`config.mk`:
```
export PLATFORM = sky130hd
export DESIGN_NAME = antares_cloz_gen
export DESIGN_NICKNAME = d
export VERILOG_FILES = /design/src/rtl/antares_cloz_pkg.sv /design/src/rtl/antares_cloz_assemble.sv /design/src/rtl/antares_cloz_gen.sv
export SDC_FILE = /design/constraint.sdc
export NUM_CORES = 1
export LEC_CHECK = 0
export CORE_MARGIN = 1
export CORE_UTILIZATION = 50
export DETAILED_ROUTE_END_ITERATION = 16
export DONT_BUFFER_PORTS = 1
export MAX_ROUTING_LAYER = met4
export PLACE_DENSITY = 0.73
export SLEW_MARGIN = 5
export SYNTH_ARGS = -nofsm -noshare
export SYNTH_HDL_FRONTEND = slang
export SYNTH_SLANG_ARGS = --single-unit
export TNS_END_PERCENT = 20
```
`constraint.sdc`:
```
create_clock -name clk -period 2.8 [get_ports clk]
set_input_delay 0.56 -clock clk [delete_from_list [all_inputs] [get_ports clk]]
set_output_delay 0.56 -clock clk [all_outputs]
set_load 0.02 [all_outputs]
```
`src/rtl/antares_cloz_pkg.sv`:
```
// Shared types and constants for the inverse CLO/CLZ generator.
// The fill helper shifts ones in from the MSB side of a mask.
package antares_cloz_pkg;

  localparam int         CLOZ_WIDTH     = 32;
  localparam logic [5:0] CLOZ_MAX_COUNT = 6'd32;

  typedef enum logic [1:0] {
    CLOZ_IDLE = 2'd0,
    CLOZ_RUN  = 2'd1,
    CLOZ_DONE = 2'd2
  } cloz_state_e;

  // Complementing around the shift makes the vacated MSBs ones, so n=32 yields all ones.
  function automatic logic [CLOZ_WIDTH-1:0] cloz_fill_top(input logic [CLOZ_WIDTH-1:0] mask,
                                                          input logic [5:0]            n);
    return ~((~mask) >> n);
  endfunction

endpackage

```
`src/rtl/antares_cloz_assemble.sv`:
```
// Combinational result builder: leading-bit mask, sentinel just below it, tail underneath.
// No latency, no flow control.
module antares_cloz_assemble
  import antares_cloz_pkg::*;
(
  input  logic [CLOZ_WIDTH-1:0] mask_i,
  input  logic                  polarity_i,
  input  logic [CLOZ_WIDTH-1:0] tail_i,
  output logic [CLOZ_WIDTH-1:0] result_o
);

  logic [CLOZ_WIDTH-1:0] sentinel;
  logic [CLOZ_WIDTH-1:0] tailmask;

  // Sentinel is the first zero below the run of ones; zero when the mask is full.
  always_comb begin
    sentinel = ~mask_i & {1'b1, mask_i[CLOZ_WIDTH-1:1]};
    tailmask = ~(mask_i | sentinel);
    result_o = (polarity_i ? mask_i : sentinel) | (tail_i & tailmask);
  end

endmodule

```
`src/rtl/antares_cloz_gen.sv`:
```
// Inverse CLO/CLZ generator: builds a word with N leading polarity bits, a sentinel, then the tail.
// op_done floor(N/STEP)+2 cycles after an accepted start; starts while busy are dropped, flush aborts RUN.
module antares_cloz_gen
  import antares_cloz_pkg::*;
#(
  parameter int STEP = 4
) (
  input  logic        clk,
  input  logic        rst,
  input  logic        op_start,
  input  logic        op_flush,
  input  logic        op_polarity,
  input  logic [5:0]  op_count,
  input  logic [31:0] op_tail,
  output logic        op_busy,
  output logic        op_done,
  output logic [31:0] op_result,
  output logic        op_error
);

  localparam logic [5:0] STEP_W = 6'(STEP);

  generate
    if (!(STEP == 1 || STEP == 2 || STEP == 4 || STEP == 8 || STEP == 16 || STEP == 32)) begin : g_bad_step
      $error("antares_cloz_gen: STEP must be 1, 2, 4, 8, 16 or 32");
    end
  endgenerate

  cloz_state_e           state_q, state_d;
  logic [CLOZ_WIDTH-1:0] mask_q, mask_d;
  logic [CLOZ_WIDTH-1:0] tail_q, tail_d;
  logic [CLOZ_WIDTH-1:0] result_q, result_d;
  logic [CLOZ_WIDTH-1:0] assembled;
  logic [5:0]            rem_q, rem_d;
  logic                  pol_q, pol_d;
  logic                  pend_err_q, pend_err_d;
  logic                  error_q, error_d;
  logic                  done_q, done_d;
  logic                  accept, run_en, in_done;

  always_ff @(posedge clk) begin
    if (rst) state_q <= CLOZ_IDLE;
    else     state_q <= state_d;
  end

  always_comb begin
    state_d = state_q;
    unique case (state_q)
      CLOZ_IDLE: if (op_start && !op_flush) state_d = CLOZ_RUN;
      CLOZ_RUN: begin
        if (op_flush)              state_d = CLOZ_IDLE;
        else if (rem_q < STEP_W)   state_d = CLOZ_DONE;
      end
      CLOZ_DONE: state_d = CLOZ_IDLE;
      default:   state_d = CLOZ_IDLE;
    endcase
  end

  always_comb begin
    op_busy = (state_q == CLOZ_RUN) || (state_q == CLOZ_DONE);
    accept  = (state_q == CLOZ_IDLE) && op_start && !op_flush;
    run_en  = (state_q == CLOZ_RUN) && !op_flush;
    in_done = (state_q == CLOZ_DONE);
  end

  antares_cloz_assemble u_assemble (
    .mask_i     (mask_q),
    .polarity_i (pol_q),
    .tail_i     (tail_q),
    .result_o   (assembled)
  );

  always_comb begin
    mask_d     = mask_q;
    rem_d      = rem_q;
    pol_d      = pol_q;
    tail_d     = tail_q;
    pend_err_d = pend_err_q;
    if (accept) begin
      pol_d  = op_polarity;
      tail_d = op_tail;
      mask_d = '0;
      // Oversized counts saturate so the word becomes all polarity bits.
      if (op_count > CLOZ_MAX_COUNT) begin
        rem_d      = CLOZ_MAX_COUNT;
        pend_err_d = 1'b1;
      end else begin
        rem_d      = op_count;
        pend_err_d = 1'b0;
      end
    end else if (run_en) begin
      if (rem_q >= STEP_W) begin
        mask_d = cloz_fill_top(mask_q, STEP_W);
        rem_d  = rem_q - STEP_W;
      end else begin
        mask_d = cloz_fill_top(mask_q, rem_q);
        rem_d  = '0;
      end
    end
  end

  always_comb begin
    result_d = in_done ? assembled  : result_q;
    error_d  = in_done ? pend_err_q : error_q;
    done_d   = in_done;
  end

  always_ff @(posedge clk) begin
    if (rst) begin
      mask_q     <= '0;
      rem_q      <= '0;
      pol_q      <= 1'b0;
      tail_q     <= '0;
      pend_err_q <= 1'b0;
      result_q   <= '0;
      error_q    <= 1'b0;
      done_q     <= 1'b0;
    end else begin
      mask_q     <= mask_d;
      rem_q      <= rem_d;
      pol_q      <= pol_d;
      tail_q     <= tail_d;
      pend_err_q <= pend_err_d;
      result_q   <= result_d;
      error_q    <= error_d;
      done_q     <= done_d;
    end
  end

  assign op_done   = done_q;
  assign op_result = result_q;
  assign op_error  = error_q;

endmodule

```
======== Word level (Yosys, flattened, before mapping) ========
Index checks and enable logic that the tools add are counted.
word-level totals
  register bits ........................... 108
  input port bits ......................... 43
  word-level logic and storage cells ...... 47
  output and inout bits ................... 35
operators by class
  $lt $le $gt $ge ......................... 3
  shift-type cells ........................ 1
  bitwise operators ....................... 8
  add/sub/neg operators ................... 1
  equality and inequality tests ........... 4
  reductions and logical operators ........ 10
  muxes and demuxes ....................... 11
operators by type and width
  cell                                                                           count
  32-bit NOT                                                                     3
  32-bit AND                                                                     2
  32-bit 2-to-1 mux                                                              2
  32-bit OR                                                                      2
  28-bit NOT with 32-bit output                                                  1
  32-bit by 6-bit >> shifter with 32-bit output                                  1
  6-bit 2-to-1 mux                                                               4
  6-bit by 3-bit >= comparator with 1-bit output (second input constant)         1
  6-bit > comparator (second input constant)                                     1
  6-bit by 3-bit less-than comparator with 1-bit output (second input constant)  1
  2-bit 2-to-1 mux                                                               3
  6-bit by 3-bit subtractor with 6-bit output (second input constant)            1
  1-bit logical AND                                                              4
  2-bit one-hot mux with 2 select lines                                          1
  3-bit != test (second input constant)                                          1
  2-bit by 1-bit == test with 1-bit output (second input constant)               1
  2-bit == test (second input constant)                                          1
  2-bit zero test                                                                1
  2-bit != test (second input constant)                                          1
  2-bit AND reduction                                                            1
  2-bit nonzero test                                                             1
  2-bit OR reduction                                                             1
  1-bit zero test                                                                1
  1-bit logical OR                                                               1
  1-bit 2-to-1 mux                                                               1

======== Depth between registers and ports, before layout ========
Gate-level depths: netlist of the first run.
  depth in word-level cells ............... 6
  gate-level depth with buffers ........... 9
  gate-level depth less buffers ........... 6

======== Hierarchy ========
A second synthesis of the first run with hierarchy kept.
unflattened totals
  cell total of the unflattened synthesis .. 753
  area total of the unflattened synthesis .. 6475.0 um2
by module, submodules not included
  module                 sequential area each (um2)  cells each  times used  area each (um2)
  antares_cloz_gen       2162.1                      648         1           5679.2
  antares_cloz_assemble  0.0                         105         1           795.8

======== Worst setup path before layout of the first run ========
Ideal clock, no wire load.
  path kind ............................... flip-flop to flip-flop
  start point ............................. reg rem_q[3]
  end point ............................... reg rem_q[4]
  arrival ................................. 2.181 ns
  stages on the path, launching flop included .. 9
  period minus slack after synthesis ...... 2.272 ns
  required time ........................... 2.709 ns
  slack ................................... 0.528 ns
  buffers on the path ..................... 2
  library setup time ...................... 0.091 ns
  path through ............................ dfxtp_1 -> clkinv_1 -> clkbuf_1 -> ha_1 -> or3b_1 -> clkbuf_1 -> nor2_2 -> or4_1 -> a311oi_1
between the ends
  word-level cells in the longest chain between the ends .. 4
  elaborated cells between the ends (all ways) .. 5
  classes of those cells .................. add/sub (1); order compare (1); mux (3)
RTL lines
  what                                                                                                           line                                            text
  start: declaration                                                                                             antares_cloz_gen.sv:34                          logic [5:0] rem_q, rem_d;
  start signal: assignment                                                                                       antares_cloz_gen.sv:120                         rem_q <= rem_d;
  6-bit by 3-bit subtractor with 6-bit output or 6-bit by 3-bit >= comparator with 1-bit output (tied branches)  antares_cloz_gen.sv:94, antares_cloz_gen.sv:92
  6-bit 2-to-1 mux *                                                                                             antares_cloz_gen.sv:92                          if (rem_q >= STEP_W) begin
  6-bit 2-to-1 mux *                                                                                             antares_cloz_gen.sv:91                          end else if (run_en) begin
  6-bit 2-to-1 mux *                                                                                             antares_cloz_gen.sv:79                          if (accept) begin
Every way passes the cells marked *; elsewhere a longest branch is shown, timed or not. The select of a mux whose other input is x is not followed.
A chain may end at the register's enable or synchronous reset.

======== Worst setup path after layout of the first run ========
  start point ............................. reg rem_q[3]
  end point ............................... reg mask_q[15]
between the ends
  word-level cells in the longest chain between the ends .. 3
  elaborated cells between the ends (all ways) .. 4
  classes of those cells .................. order compare (1); shift (1); mux (1); bitwise (1)
RTL lines
  what                                           line                     text
  32-bit by 6-bit >> shifter with 32-bit output  antares_cloz_pkg.sv:17   return ~((~mask) >> n);
  32-bit NOT                                     antares_cloz_pkg.sv:17
  32-bit 2-to-1 mux *                            antares_cloz_gen.sv:92
  end signal: assignment                         antares_cloz_gen.sv:119  mask_q <= mask_d;
  end: declaration                               antares_cloz_gen.sv:30   logic [CLOZ_WIDTH-1:0] mask_q, mask_d;
Every way passes the cells marked *; elsewhere a longest branch is shown, timed or not.

==> summary.txt, run 1 <==
Run status
  • Status: complete, no violations

Final layout
  • Commonest non-fill, non-tap cell in the layout: dfxtp_1
  • Share of cells above drive strength 1: 0.125
  • Final instance area: 0.00696 mm^2
  • Final net count: 773
  • Multi-input logic area: 0.00409 mm^2
  • Most frequent cells in the layout: 106 x dfxtp_1, 92 x nand2_1, 90 x a21oi_1
  • Final core utilization: 0.545
  • Layout fillers: 1159
  • N_diodes: 0
  • Area Overhead vs Synth: 4.86%
  • Register area: 0.00214 mm^2

Run
  • MaxCap Viol Count: 0

Clock network
  • Post_cts resized: 0
  • TritonCTS Buffers: 9
  • Clk buf depth: 2
  • # hold bufs at CTS: 0
  • Setup repair bufs after CTS: 0
  • Clock Sinks: 107
  • Htree depth: 3
  • Clock Latency Late Sink: 0.35 ns
  • CTS tree: yes
  • Clk pin slew, worst setup/hold paths: 0.08 ns
  • Clock Root Buffer: clkbuf_16

Power
  • PwrDens: 792 mW/mm^2
  • Pleak: 2.27 nW
  • Combinational power share: 0.382
  • Clock power frac: 0.228
  • Sw Pwr: 2.27 mW
  • Reg power frac: 0.390
  • Tot Pwr: 5.51 mW
  • Worst VDD drop: 0.000364 V
  • Cell Int Power: 3.24 mW
  • Switching share of power: 0.412

Critical path
  • CP Class: register to register
  • CP Max Fanout: 9
  • Worst setup SP type: register
  • Crit-path cells: clkinv_1 > buf_4 > ha_1 > nor3b_4 > nor3_2 > nand2_1 > o32ai_1
  • Critical path's largest stage delay: 0.36 ns
  • Worst setup EP type: register
  • Worst path required time: 3.06 ns
  • CP arrival: 2.63 ns
  • Slowest CP cell: nor3_2

Worst hold path
  • Worst hold-check path type: primary input to register

Global routing
  • Vias in the first global route: 5528
  • Grt ovf: 0
  • Largest net degree at the start of global routing: 78
  • First-pass GRT wire length: 28700 um
  • Initial antenna violation count: 0
  • Gr usage total: 0.276

Die
  • Die height: 117 um
  • Die W: 117 um
  • Effective utilization at floorplan: 0.520
  • Core area: 0.0128 mm^2
  • Die Area: 0.0137 mm^2
  • Site row count: 41
  • I/O Pins: 78

STA
  • Final Max Slew Viols: 0
  • Max-slew headroom: 0.445
  • Fin Setup TNS: 0 ns
  • RSZ-0062 raised after global routing: false
  • Maximum clock rate: 423 MHz
  • Worst Max-Slew Pin Slew: 0.829 ns
  • Fraction of the cycle the final worst path needs: 0.844
  • Worst setup margin: 0.436 ns
  • Skew final: 0.0117 ns
  • Final Hold Viols: 0
  • Clock period minus worst slack: 2.36 ns
  • Final Setup Violations: 0

Routing
  • Routed wire length per instance: 19.6 um
  • Pre-Repair DR Iteration Count: 5
  • ANT nets after route: 0
  • Vias per inst: 6.56
  • Detailed-route via count: 5912
  • Post-route DRC: 0
  • Post-Route WL: 17700 um
  • Starting DRT DRC Count: 606

Placed design
  • Post-DP Area: 0.00667 mm^2
  • Place WS: 0.500 ns
  • Input/output buffers: 0
  • Gpl congestion: 0.899
  • DPL Wire Length: 11800 um

Logic synthesis
  • Asr flop ratio synth: 0
  • Yosys cell types: 62
  • Yosys warning count: 0
  • Sequential-to-total area share from yosys stat: 0.323
  • Seq cells post-synth: 107
  • Number of synthesized flops with an enable pin: 0
  • Synthesized area per cell: 8.57 um^2
  • Post-Synthesis Cells: 774
  • Synthesized net count: 823
  • Synth Flop Type: dfxtp_1
  • Area of the mapped netlist: 0.00664 mm^2
[registers in the layout (all words and copies together), names as in the netlist]
name and cells:
mask_q 32, op_result 32, tail_q 31, rem_q 6, state_q 2, op_done 1
op_error 1, pend_err_q 1, pol_q 1
[synthesized netlist by cell type (all sizes together) (10+ instances only)]
cell type  number  area [um^2]
mux4           35          788
and2           13         81.3
nor3           10         60.1
nand2          92          345
a211oi         16          120
buf            24          154
nor2           35          134
nand2b         73          457
nor3b          18          146
dfxtp         107         2140
mux2i          21          210
nand3b         18          135
a21oi          90          450
o21ai          15         75.1
clkbuf         59          221
mux2           10          113
nand3          22          110
[final cells by class]
| class | count | share of cell area |
|---|---|---|
| repair buffers | 22 | 0.0273 |
| multi-input cells | 576 | 0.588 |
| flip-flops and latches | 107 | 0.308 |
| inverters | 8 | 0.00431 |
| well taps | 172 | 0.0309 |
| clock buffers | 10 | 0.0329 |
| clock inverters | 6 | 0.00827 |
[worst paths after layout]
| check | start | to | slack, ns | cells after the start |
|---|---|---|---|---|
| setup / recovery | rem_q[3]$_SDFFE_PP0P_ | mask_q[15]$_SDFFE_PP0P_ | 0.44 | 7 |
| hold / removal | rst | rem_q[0]$_SDFFE_PP0P_ | 0.28 | 1 |
| setup reg to reg | rem_q[3]$_SDFFE_PP0P_ | mask_q[15]$_SDFFE_PP0P_ | 0.44 | 7 |
| hold reg to reg | tail_q[20]$_SDFFE_PP0P_ | tail_q[20]$_SDFFE_PP0P_ | 0.45 | 2 |
[worst max-delay path: cells and delay by family (launching register included)]
kind            cells  cell delay (ns)
fa+ha+maj           1             0.20
simple gates        3             0.82
compound gates      1             0.33
flops               1             0.33
buf+inv             2             0.59
[metrics by stage]
stage	hold slack, ns	cells
after floorplan	0.432	774
after global placement	0.433	885
after detailed placement	0.442	885
after CTS	0.265	901
after global routing	0.266	901
final	0.278	901
[per-layer routing]
metal,track usage,vias up,part of all wire
met4,0.0954,0,0.021
met3,0.0520,35,0.094
met5,-,-,0
met1,0.367,2845,0.42
li1,-,2715,-
met2,0.420,317,0.46
[kinds of logic after synthesis]
| kind of cell | share of synthesized area |
|---|---|
| xor gates and xnor gates | 0.00132 |
| muxes | 0.167 |
| DFF | 0.323 |
| adders and majority gates | 0.0113 |
| buffers and inverters | 0.0611 |
| AOI/OAI and AO/OA | 0.190 |
| and+or+nand+nor | 0.246 |
[power by group through the flow]
stage	Sequential, mW	Combinational [mW]	Clock, mW
2_1_floorplan	1.95	1.75	0
3_3_place_gp	2.15	2.01	0
3_5_place_dp	2.17	2.05	0
4_1_cts	2.14	2.07	1.26
5_1_grt	2.19	2.27	1.32
6_report	2.15	2.10	1.26
(Power assumes the default switching activity.)
==> run 2: changes to the inputs <==
Clock period 2.8 ns to 2.2 ns, I/O delays scaled along.
==> summary.txt, run 2 (synthesis results as in run 1) <==
Critical path
  • CP Max Fanout: 23
  • Reg2reg start: rem_q[3]$_SDFFE_PP0P_
  • Worst path required time: 2.44 ns
  • Worst reg2reg setup slack: 0.18 ns
  • CP Class: register to register
  • CP arrival: 2.26 ns
  • Worst setup EP type: register
  • R2r worst-path depth: 7
  • Worst setup SP type: register
  • Reg-to-Reg End: mask_q[26]$_SDFFE_PP0P_

Die
  • Die Area: 0.0137 mm^2
  • I/O Pins: 78
  • Core area: 0.0128 mm^2
  • Die height: 117 um
  • Site row count: 41
  • Die W: 117 um
  • Effective utilization at floorplan: 0.520

Power
  • Cell Int Power: 4.42 mW
  • Switching share of power: 0.395
  • Clock power frac: 0.230
  • Combinational power share: 0.405
  • Sw Pwr: 2.89 mW
  • Pleak: 2.41 nW
  • Reg power frac: 0.365
  • PwrDens: 1020 mW/mm^2
  • Tot Pwr: 7.32 mW
  • Worst VDD drop: 0.000604 V

STA
  • Final Hold Viols: 0
  • Clock period minus worst slack: 2.02 ns
  • Worst Max-Slew Pin Slew: 0.563 ns
  • Worst setup margin: 0.180 ns
  • Final Setup Violations: 0
  • Skew final: 0.00807 ns
  • RSZ-0062 raised after global routing: false
  • Fin Setup TNS: 0 ns
  • Final Max Slew Viols: 0
  • Fraction of the cycle the final worst path needs: 0.918
  • Maximum clock rate: 495 MHz
  • Max-slew headroom: 0.624

Global routing
  • Initial antenna violation count: 0
  • Largest net degree at the start of global routing: 78
  • Grt ovf: 0
  • Gr usage total: 0.281
  • First-pass GRT wire length: 29000 um
  • Vias in the first global route: 5715

Run
  • MaxCap Viol Count: 0

Final layout
  • Fin cells: 928
  • Most frequent cells in the layout: 106 x dfxtp_1, 92 x nand2_1, 90 x a21oi_1
  • Share of cells above drive strength 1: 0.157
  • Final net count: 800
  • N_diodes: 0
  • Commonest non-fill, non-tap cell in the layout: dfxtp_1
  • Layout fillers: 1107
  • Area Overhead vs Synth: 8.60%
  • Final instance area: 0.00721 mm^2

Clock network
  • Clk buf depth: 2
  • Htree depth: 3
  • # hold bufs at CTS: 0
  • Clock Latency Late Sink: 0.36 ns
  • Clock Root Buffer: clkbuf_16
  • TritonCTS Buffers: 9
  • Clock Sinks: 107
  • Clk pin slew, worst setup/hold paths: 0.08 ns
  • CTS tree: yes

Routing
  • Pre-Repair DR Iteration Count: 5
  • Starting DRT DRC Count: 630
  • Detailed-route via count: 5925
  • Post-Route WL: 18100 um
  • Routed wire length per instance: 19.5 um
  • ANT nets after route: 0
  • Post-route DRC: 0
  • Vias per inst: 6.38

Run status
  • Status: complete, no violations

Placed design
  • DPL Wire Length: 12300 um
  • Gpl congestion: 0.979
  • Input/output buffers: 0
  • Placed insts: 912
  • Place WS: 0.102 ns
  • Post-DP Area: 0.00690 mm^2

Worst hold path
  • Hold Path End: rem_q[0]$_SDFFE_PP0P_
  • Worst hold-check path type: primary input to register
  • Hold depth: 1
  • Worst hold path startpoint: rst
run 2: timing repair:
item                                    in CTS  in global routing
endpoints found under the setup margin       0                  6
gates resized for setup                      0                  2
setup buffers                                0                  0
run 2: final cells by class:
type,count,area [um^2],area share
sequential,107,2150,0.298
clock buffer,10,229,0.0318
timing repair buffer,49,418,0.0580
clock inverter,6,72.6,0.0101
inverter,8,30.0,0.00417
tap,172,215,0.0299
multi-input combinational,576,4100,0.568
run 2: how the worst max path moves through the flow:
stage	startpoint	to	slack (ns)
5_1_grt	rem_q[3]$_SDFFE_PP0P_	mask_q[1]$_SDFFE_PP0P_	0.06
4_1_cts	rem_q[0]$_SDFFE_PP0P_	mask_q[5]$_SDFFE_PP0P_	0.08
3_3_place_gp	rem_q[0]$_SDFFE_PP0P_	mask_q[9]$_SDFFE_PP0P_	0.11
6_report	rem_q[3]$_SDFFE_PP0P_	mask_q[26]$_SDFFE_PP0P_	0.18
2_1_floorplan	rem_q[3]$_SDFFE_PP0P_	rem_q[4]$_SDFFE_PP0P_	0.06
3_5_place_dp	rem_q[0]$_SDFFE_PP0P_	mask_q[9]$_SDFFE_PP0P_	0.10
run 2: worst max-delay path, cell delays in order, from the launching register on:
cell and delay [ns]:
dfxtp_1 0.32, clkinv_1 0.08, ha_1 0.18, or3b_4 0.45, nor2_2 0.24, buf_12 0.21, nor3_1 0.07, a2111oi_1 0.35
run 2: stage by stage:
step	util	hold WS, ns
6_report	0.564	0.144
5_1_grt	0.564	0.144
4_1_cts	0.564	0.135
3_5_place_dp	0.540	0.436
3_3_place_gp	0.540	0.435
2_1_floorplan	-	0.432
run 2: power by group through the flow:
stage | clock network, mW | logic (mW) | registers, mW
2_1_floorplan | 0 | 2.23 | 2.48
5_1_grt | 1.76 | 3.18 | 2.71
3_5_place_dp | 0 | 2.89 | 2.70
3_3_place_gp | 0 | 2.82 | 2.68
6_report | 1.68 | 2.96 | 2.67
4_1_cts | 1.69 | 2.91 | 2.66
run 2: layer usage:
metal | part of all wire | global-route usage
met4 | 0.023 | 0.116
met1 | 0.42 | 0.363
met5 | 0 | -
met2 | 0.47 | 0.433
met3 | 0.088 | 0.0530
==> run 3: changes to the inputs <==
--- a/config.mk
+++ b/config.mk
@@ -15,4 +15,5 @@
 export SYNTH_ARGS = -nofsm -noshare
 export SYNTH_HDL_FRONTEND = slang
+export SYNTH_HIERARCHICAL = 1
 export SYNTH_SLANG_ARGS = --single-unit
-export TNS_END_PERCENT = 20
+export TNS_END_PERCENT = 5
==> constraint.sdc (replaced) <==
create_clock -name clk -period 2.2 [get_ports clk]
set_input_delay 0.11 -clock clk [delete_from_list [all_inputs] [get_ports clk]]
set_output_delay 0.11 -clock clk [all_outputs]
set_load 0.02 [all_outputs]
==> summary.txt, run 3 <==
Run status
  • Status: complete, no violations

Critical path
  • Worst setup EP type: register
  • Worst reg2reg setup slack: 0.09 ns
  • Worst setup SP type: register
  • CP Class: register to register
  • Reg2reg start: rem_q[2]$_SDFFE_PP0P_
  • CP Max Fanout: 13
  • Slowest CP cell: or3b_4
  • R2r worst-path depth: 8
  • Worst path required time: 2.49 ns
  • Reg-to-Reg End: mask_q[20]$_SDFFE_PP0P_
  • Critical path startpoint: rem_q[2]$_SDFFE_PP0P_
  • Crit-path cells: inv_2 > ha_1 > or3b_4 > a21o_1 > buf_4 > a31o_2 > o31a_1 > a21oi_1
  • Critical path's largest stage delay: 0.43 ns
  • CP arrival: 2.40 ns

Worst hold path
  • Worst hold-check path type: primary input to register
  • Hold Path End: state_q[1]$_SDFFE_PP0P_
  • Worst hold path startpoint: op_flush
  • Hold depth: 3

Final layout
  • Most frequent cells in the layout: 105 x dfxtp_1, 103 x nand2_1, 88 x nor2_1
  • Multi-input logic area: 0.00394 mm^2
  • N_diodes: 0
  • Commonest non-fill, non-tap cell in the layout: dfxtp_1
  • Final net count: 828
  • Area Overhead vs Synth: 14.7%
  • Register area: 0.00215 mm^2
  • Final core utilization: 0.588
  • Final instance area: 0.00739 mm^2
  • Share of cells above drive strength 1: 0.144
  • Layout fillers: 1080

Logic synthesis
  • Yosys warning count: 6
  • Synthesized net count: 798
  • Area of the mapped netlist: 0.00644 mm^2
  • Synthesized area per cell: 8.60 um^2
  • Post-Synthesis Cells: 749

Die
  • I/O Pins: 78
  • Site row count: 41
  • Die Area: 0.0133 mm^2
  • Die height: 116 um
  • Core area: 0.0126 mm^2
  • Die W: 116 um
  • Effective utilization at floorplan: 0.513

Power
  • Pleak: 2.65 nW
  • Worst VDD drop: 0.000579 V
  • Tot Pwr: 5.43 mW
  • PwrDens: 735 mW/mm^2

Clock network
  • Clock Sinks: 107
  • Clock Root Buffer: clkbuf_16
  • CTS tree: yes
  • Clk buf depth: 2
  • Htree depth: 3
  • Setup repair bufs after CTS: 0
  • Clk pin slew, worst setup/hold paths: 0.08 ns
  • TritonCTS Buffers: 9
  • Clock Latency Late Sink: 0.36 ns

Routing
  • ANT nets after route: 0
  • Vias per inst: 6.22
  • Detailed-route via count: 5947
  • Starting DRT DRC Count: 383
  • Post-Route WL: 18400 um
  • Routed wire length per instance: 19.2 um
  • Post-route DRC: 0
  • Pre-Repair DR Iteration Count: 7

STA
  • Fraction of the cycle the final worst path needs: 0.960
  • Final Max Slew Viols: 0
  • Final Setup Violations: 0
  • Worst Max-Slew Pin Slew: 0.497 ns
  • Skew final: 0.00790 ns
  • Maximum clock rate: 473 MHz
  • Clock period minus worst slack: 2.11 ns
  • RSZ-0062 raised after global routing: true
  • Max-slew headroom: 0.668
  • Final Hold Viols: 0
  • Fin Setup TNS: 0 ns

Global routing
  • Grt ovf: 0
  • Largest net degree at the start of global routing: 76
  • First-pass GRT wire length: 29500 um
  • Vias in the first global route: 5664
  • Initial antenna violation count: 0
  • Gr usage total: 0.297

Placed design
  • Post-DP Area: 0.00666 mm^2
  • Gpl congestion: 0.921
  • Input/output buffers: 0
  • DPL Wire Length: 12300 um

Run
  • MaxCap Viol Count: 0
-- run 3: area by class of cell --
type,count,share of cell area
Multi-Input combinational cell,574,0.533
Sequential cell,107,0.291
Timing Repair Buffer,80,0.102
Clock buffer,9,0.0305
Tap cell,172,0.0291
Clock inverter,7,0.0115
Inverter,7,0.00356
-- run 3: worst max path at each step --
stage                                   end  slack [ns]  depth (start not counted)
finish              mask_q[20]$_SDFFE_PP0P_        0.09                          8
global route        mask_q[20]$_SDFFE_PP0P_      -0.002                          8
CTS                  mask_q[6]$_SDFFE_PP0P_        0.03                          7
detailed placement   mask_q[6]$_SDFFE_PP0P_        0.05                          7
global placement     mask_q[6]$_SDFFE_PP0P_        0.11                          7
floorplan           mask_q[22]$_SDFFE_PP0P_       0.002                         10
-- run 3: timing repair --
item,4_1_cts,5_1_grt
endpoints found under the setup margin,0,14
hold buffers,38,0
gates resized for setup,0,7
endpoints found under the hold margin,75,0
-- run 3: critical path, delay by kind of cell (launching register included) --
| kind | cells | cell delay (ns) |
|---|---|---|
| flip-flops | 1 | 0.35 |
| buffers and inverters | 2 | 0.29 |
| AO/OA/AOI/OAI | 4 | 0.80 |
| AND/OR/NAND/NOR | 1 | 0.43 |
| adder cells (fa/ha/maj) | 1 | 0.18 |
-- run 3: per-layer routing --
metal | routed length [um] | global-route usage | vias to the layer above
li1 | - | - | 2795
met1 | 7830 | 0.356 | 2897
met2 | 8930 | 0.479 | 201
met3 | 1010 | 0.0607 | 54
met4 | 598 | 0.133 | 0
met5 | 0 | - | -
-- run 3: through the flow --
| stage | cells | setup slack (ns) | hold slack (ns) |
|---|---|---|---|
| floorplan | 749 | 0.00224 | 0.246 |
| detailed placement | 902 | 0.0455 | 0.186 |
| global route | 956 | -0.00233 | 0.0505 |
| finish | 956 | 0.0875 | 0.0304 |
| CTS | 956 | 0.0304 | 0.0310 |
| global placement | 902 | 0.109 | 0.185 |
-- run 3: where the power goes --
part           internal, mW  switching, mW
Combinational         0.640          0.872
Sequential             2.04          0.170
Clock                 0.904          0.801
